## src/rtl/xif_custom_coproc.sv

```systemverilog
// ---------------------------------------------------------------------------
// xif_custom_coproc
//   Minimal eXtension-interface coprocessor. Decodes custom-0 ALU ops
//   (ADD/XOR/MIN/MAX, signed compares), computes the result at issue time and
//   holds accepted instructions in an in-order queue until the core commits or
//   kills them. Committed heads are returned on the result channel in issue
//   order; killed heads are dropped silently.
//
// Ports
//   clk_i, rst_i             clock, synchronous active-high reset
//   issue_*                  offload request: valid/ready, instr, operands, id;
//                            accept/writeback are combinational from instr
//   commit_valid_i/id/kill   commit (kill=0) or kill (kill=1) of an id
//   result_*                 result channel: valid/ready, id, data, rd, we
// ---------------------------------------------------------------------------
module xif_custom_coproc #(
    parameter int unsigned DEPTH = 4,
    parameter int unsigned ID_W  = 4,
    parameter int unsigned XLEN  = 32
) (
    input  logic            clk_i,
    input  logic            rst_i,
    input  logic            issue_valid_i,
    output logic            issue_ready_o,
    input  logic [31:0]     issue_instr_i,
    input  logic [XLEN-1:0] issue_rs0_i,
    input  logic [XLEN-1:0] issue_rs1_i,
    input  logic [ID_W-1:0] issue_id_i,
    output logic            issue_accept_o,
    output logic            issue_writeback_o,
    input  logic            commit_valid_i,
    input  logic [ID_W-1:0] commit_id_i,
    input  logic            commit_kill_i,
    output logic            result_valid_o,
    input  logic            result_ready_i,
    output logic [ID_W-1:0] result_id_o,
    output logic [XLEN-1:0] result_data_o,
    output logic [4:0]      result_rd_o,
    output logic            result_we_o
);

    localparam int unsigned PTR_W = $clog2(DEPTH);
    localparam int unsigned CNT_W = PTR_W + 1;

    // Queue storage; payload is not reset, it is only observed through valid
    logic [ID_W-1:0]  id_q   [DEPTH];
    logic [4:0]       rd_q   [DEPTH];
    logic             we_q   [DEPTH];
    logic [XLEN-1:0]  data_q [DEPTH];
    logic [DEPTH-1:0] vld_q, cmt_q, kill_q;

    logic [PTR_W-1:0] rd_ptr_q, rd_ptr_d, wr_ptr_q, wr_ptr_d;
    logic [CNT_W-1:0] count_q, count_d;

    // Decode / execute
    logic [2:0]      funct3;
    logic [4:0]      dec_rd;
    logic            op_ok;
    logic [XLEN-1:0] alu_res;
    logic            unused_instr;

    assign funct3       = issue_instr_i[14:12];
    assign dec_rd       = issue_instr_i[11:7];
    assign unused_instr = ^issue_instr_i[24:15];

    always_comb begin
        op_ok   = 1'b1;
        alu_res = '0;
        case (funct3)
            3'b000:  alu_res = issue_rs0_i + issue_rs1_i;
            3'b001:  alu_res = issue_rs0_i ^ issue_rs1_i;
            // Ties return rs0 for both MIN and MAX
            3'b010:  alu_res = ($signed(issue_rs0_i) <= $signed(issue_rs1_i)) ? issue_rs0_i : issue_rs1_i;
            3'b011:  alu_res = ($signed(issue_rs0_i) >= $signed(issue_rs1_i)) ? issue_rs0_i : issue_rs1_i;
            default: op_ok   = 1'b0;
        endcase
    end

    assign issue_accept_o    = (issue_instr_i[6:0] == 7'h0B) && (issue_instr_i[31:25] == 7'd0) && op_ok;
    assign issue_writeback_o = issue_accept_o && (dec_rd != 5'd0);
    assign issue_ready_o     = (count_q != CNT_W'(DEPTH));

    logic push, pop, head_vld;

    assign head_vld       = vld_q[rd_ptr_q];
    // Commit and kill are mutually exclusive per entry, so no kill mask here
    assign result_valid_o = head_vld && cmt_q[rd_ptr_q];
    assign push           = issue_valid_i && issue_ready_o && issue_accept_o;
    assign pop            = head_vld && (kill_q[rd_ptr_q] || (result_valid_o && result_ready_i));

    // Fields are forced to zero while no result is offered
    assign result_id_o   = result_valid_o ? id_q[rd_ptr_q]   : '0;
    assign result_data_o = result_valid_o ? data_q[rd_ptr_q] : '0;
    assign result_rd_o   = result_valid_o ? rd_q[rd_ptr_q]   : '0;
    assign result_we_o   = result_valid_o ? we_q[rd_ptr_q]   : 1'b0;

    always_comb begin
        rd_ptr_d = pop  ? rd_ptr_q + PTR_W'(1) : rd_ptr_q;
        wr_ptr_d = push ? wr_ptr_q + PTR_W'(1) : wr_ptr_q;
        count_d  = count_q;
        case ({push, pop})
            2'b10:   count_d = count_q + CNT_W'(1);
            2'b01:   count_d = count_q - CNT_W'(1);
            default: count_d = count_q;
        endcase
    end

    always_ff @(posedge clk_i) begin
        if (rst_i) begin
            vld_q    <= '0;
            cmt_q    <= '0;
            kill_q   <= '0;
            rd_ptr_q <= '0;
            wr_ptr_q <= '0;
            count_q  <= '0;
        end else begin
            if (commit_valid_i) begin
                for (int unsigned i = 0; i < DEPTH; i++) begin
                    if (vld_q[i] && (id_q[i] == commit_id_i) && !cmt_q[i] && !kill_q[i]) begin
                        if (commit_kill_i) kill_q[i] <= 1'b1;
                        else               cmt_q[i]  <= 1'b1;
                    end
                end
            end
            if (pop) begin
                vld_q[rd_ptr_q]  <= 1'b0;
                cmt_q[rd_ptr_q]  <= 1'b0;
                kill_q[rd_ptr_q] <= 1'b0;
            end
            // Push last so a fresh entry always starts with clear flags
            if (push) begin
                vld_q[wr_ptr_q]  <= 1'b1;
                cmt_q[wr_ptr_q]  <= 1'b0;
                kill_q[wr_ptr_q] <= 1'b0;
                id_q[wr_ptr_q]   <= issue_id_i;
                rd_q[wr_ptr_q]   <= dec_rd;
                we_q[wr_ptr_q]   <= (dec_rd != 5'd0);
                data_q[wr_ptr_q] <= alu_res;
            end
            rd_ptr_q <= rd_ptr_d;
            wr_ptr_q <= wr_ptr_d;
            count_q  <= count_d;
        end
    end

endmodule

```

## config.mk

```make
export PLATFORM = sky130hd
export DESIGN_NAME = xif_custom_coproc
export DESIGN_NICKNAME = d
export VERILOG_FILES = /design/src/rtl/xif_custom_coproc.sv
export SDC_FILE = /design/constraint.sdc
export NUM_CORES = 1
export LEC_CHECK = 0
export ABC_AREA = 1
export BUFFER_PORTS_ARGS = -buffer_cell sky130_fd_sc_hd__buf_2
export CAP_MARGIN = 10
export CORE_MARGIN = 3
export CORE_UTILIZATION = 64
export CTS_CLUSTER_SIZE = 14
export DETAILED_ROUTE_END_ITERATION = 16
export PLACE_DENSITY_LB_ADDON = 0.05
export SYNTH_ARGS = -nofsm -noshare
export SYNTH_HDL_FRONTEND = slang
export SYNTH_SLANG_ARGS = --single-unit
```

## constraint.sdc

```tcl
create_clock -name clk_i -period 5.85 [get_ports clk_i]
set_input_delay 0.8775 -clock clk_i [delete_from_list [all_inputs] [get_ports clk_i]]
set_output_delay 0.8775 -clock clk_i [all_outputs]
set_load 0.05 [all_outputs]
```

==> reports/results.txt <==
Gr busiest metal - met2
Mapped Cells - 1588
Clk sinks - 189
Final WL - 33.4 mm
Clk root buf - clkbuf_16
Via density per instance - 5.76
Worst Path Required - 5.93 ns
Detailed placer's ending HPWL - 23.2 mm
Maximum vdd ir drop - 0.196 mV
Worst-path clk slew - 0.07 ns
Post-CTS setup buffers - 0
Post-synthesis adder-cell area fraction - 7.61%
Mux cell area share after synthesis - 0%
Antenna diode count - 0
Final Slew Violations - 0
Cts repair resizes - 0
Dpl ws - 1.71 ns
First-pass GRT wire length - 53.2 mm
Async S/R FF share, synth - 0%
Post-synthesis simple-gate area fraction - 27.2%
Die span in x - 145 um
CTS tree - done
Hold Fails Final Rpt - 0
Vias in the first global route - 10.7k
Ratio of cells with drive above 1 in the final layout - 13.1%
Tmin final - 3.81 ns
Path depth of the worst reg2reg path - 7
Status - finished, final reports clean
Largest net degree at the start of global routing - 85
ANT nets after route - 0
GRT met3 Usage - 3.81%
Largest buffer count on any clock path - 2
Most common cell after layout, fill and taps aside - nand2_1
Worst EP arrival - 3.89 ns
Setup Viol. Count Final - 0
Worst Slack Setup Final - 2.04 ns
RSZ-0062 raised after global routing - false
Final Cell Area - 0.0138 mm^2
Io pins - 156
YS warnings - 0
Initial DRC Count - 976
Worst Tran Pin Value - 1.03 ns
Area growth syn-to-layout - 11.8%
Worst-skew pair later-pin latency - 0.43 ns
Met2 Resource Use GR - 53.4%
WHS - 0.475 ns
GRT Util Overall - 31.2%
Distinct cells, synth - 41
Comb pwr share - 17.5%
Seq cells post-synth - 189
Die ar. - 0.0210 mm^2
Worst r2r dst - data_q[3][3]
Compound-Gate Fraction of Synth Area - 11.6%
Post-synth EDFFs - 168
Cells on Worst Hold Path - 2
Flop2flop setup slack - 3.38 ns
Hold Path Sink - count_q[2]
Commonest non-fill, non-tap cells in the layout - nand2_1 (270), nor2_1 (233), nand3_1 (225)
Core Footprint - 0.0188 mm^2
FILL cells - 1461
Combinational family with the most area after synthesis - simple AND/OR/NAND/NOR gates
Fin crit share - 65.1%
Port Buffers - 145
Post-synth design cell area - 0.0124 mm^2
Min-Delay Startpoint - count_q[2]
Crit start category - input pin
Die height - 145 um
Max-cap violations - 0
Mapped Nets - 1772
Setup TNS Final - 0 ns
Via count - 11.4k
Placer Congestion - 0.971
Lkg Pwr - 6.19 nW
CP max FO - 32
Hold crit path type - reg -> reg
Pwr Total - 3.16 mW
Cell Area, Placed - 0.0132 mm^2
Crit. End Element - flip-flop
Inserted Clock Buffers - 17
# DRC - 0
Pint - 2.26 mW
Clock share of power - 35.4%
H-tree Lvls - 4
Initial Util - 65.7%
Critical path type - in -> reg
Pwr dens - 229 mW/mm^2
Fin Clk Skew - 0.0118 ns
Reg2reg start - count_q[1]
FP Rows - 50
Initial antenna violation count - 0
Met1 Use GR - 41.7%
First-pass DRT Iterations - 5
Switching power total - 0.906 mW
Mapped Avg Cell Area - 7.79 um^2
Seq/Total Area, Yosys - 44.2%
Nets - 1885
WL/cell - 16.9 um
Post-synth top flop - edfxtp_1
Max-slew headroom - 31.1%
Grt ovf - 0
Sw Ratio - 28.6%
Seq pwr share - 47.0%
Post-Synth XOR/XNOR Area - 0.708%
Max frequency - 263 MHz
Hold buffer count at cts - 0
## power by group through the flow
| stage | Combinational (mW) | Sequential [mW] | Clock, mW |
|---|---|---|---|
| after floorplan | 0.377 | 1.52 | 0 |
| after global placement | 0.525 | 1.52 | 0 |
| after detailed placement | 0.538 | 1.52 | 0 |
| after CTS | 0.541 | 1.49 | 1.13 |
| after global routing | 0.612 | 1.49 | 1.20 |
| final | 0.555 | 1.49 | 1.12 |
## worst max-delay path by stage
stage	startpoint	endpoint	depth (start not counted)
finish	issue_rs1_i[5]	data_q[2][29]	12
global route	issue_rs1_i[4]	data_q[2][29]	12
CTS	issue_rs1_i[5]	data_q[2][29]	12
detailed placement	issue_rs1_i[5]	data_q[0][29]	12
global placement	issue_rs1_i[5]	data_q[0][28]	12
floorplan	issue_instr_i[28]	data_q[0][0]	7
## state kept, by name, summed over array words and instances (netlist names), named ones only
name	count
rd_ptr_q	2
vld_q	4
count_q	3
wr_ptr_q	2
we_q	4
data_q	128
rd_q	20
id_q	16
kill_q	4
cmt_q	4
## per-layer routing
layer | wire (um) | vias to the layer above
li1 | - | 5568
met3 | 2520 | 73
met4 | 846 | 0
met2 | 16100 | 518
met1 | 14000 | 5205
met5 | 0 | -
## through the flow
stage | instances | utilization [%]
after detailed placement | 1942 | 70.3
final | 1974 | 73.4
after CTS | 1974 | 73.4
after global routing | 1974 | 73.4
after floorplan | 1588 | -
after global placement | 1942 | 70.3
## layout make-up
class | instances | area (um^2) | share of cell area, %
Inverter | 199 | 747 | 5.40
Tap cell | 260 | 325 | 2.35
Clock inverter | 15 | 155 | 1.12
Timing Repair Buffer | 159 | 831 | 6.01
Multi-Input combinational cell | 1135 | 5870 | 42.5
Sequential cell | 189 | 5470 | 39.5
Clock buffer | 17 | 425 | 3.08
## worst max-delay path: stages
cell	delay, ns
buf_2	0.09
inv_1	0.06
ha_1	0.33
inv_1	0.12
nor3_2	0.26
nand4_1	0.18
nor2_1	0.17
nand4_2	0.49
nand3_2	0.83
nand2_1	0.13
nand3_1	0.11
nand3_1	0.25
## Yosys cell counts (13+ instances only)
cell type  count  area share, %
nand2_1      270            8.2
nor2_1       237            7.2
nand3_1      225            9.1
inv_1        194            5.9
edfxtp_1     168             41
o21ai_0      117            4.7
a21oi_1      105            4.2
ha_1          72            7.3
clkbuf_1      32           0.97
dfxtp_1       21            3.4
buf_2         15           0.61
nand4_1       13           0.66
## logic make-up after synthesis
logic type,after synthesis
AO/OA/AOI/OAI,267
XOR/XNOR,10
flip-flops,189
AND/OR/NAND/NOR,784
buffers and inverters,264
adder cells (fa/ha/maj),74
Power figures use the tool's default switching activity.
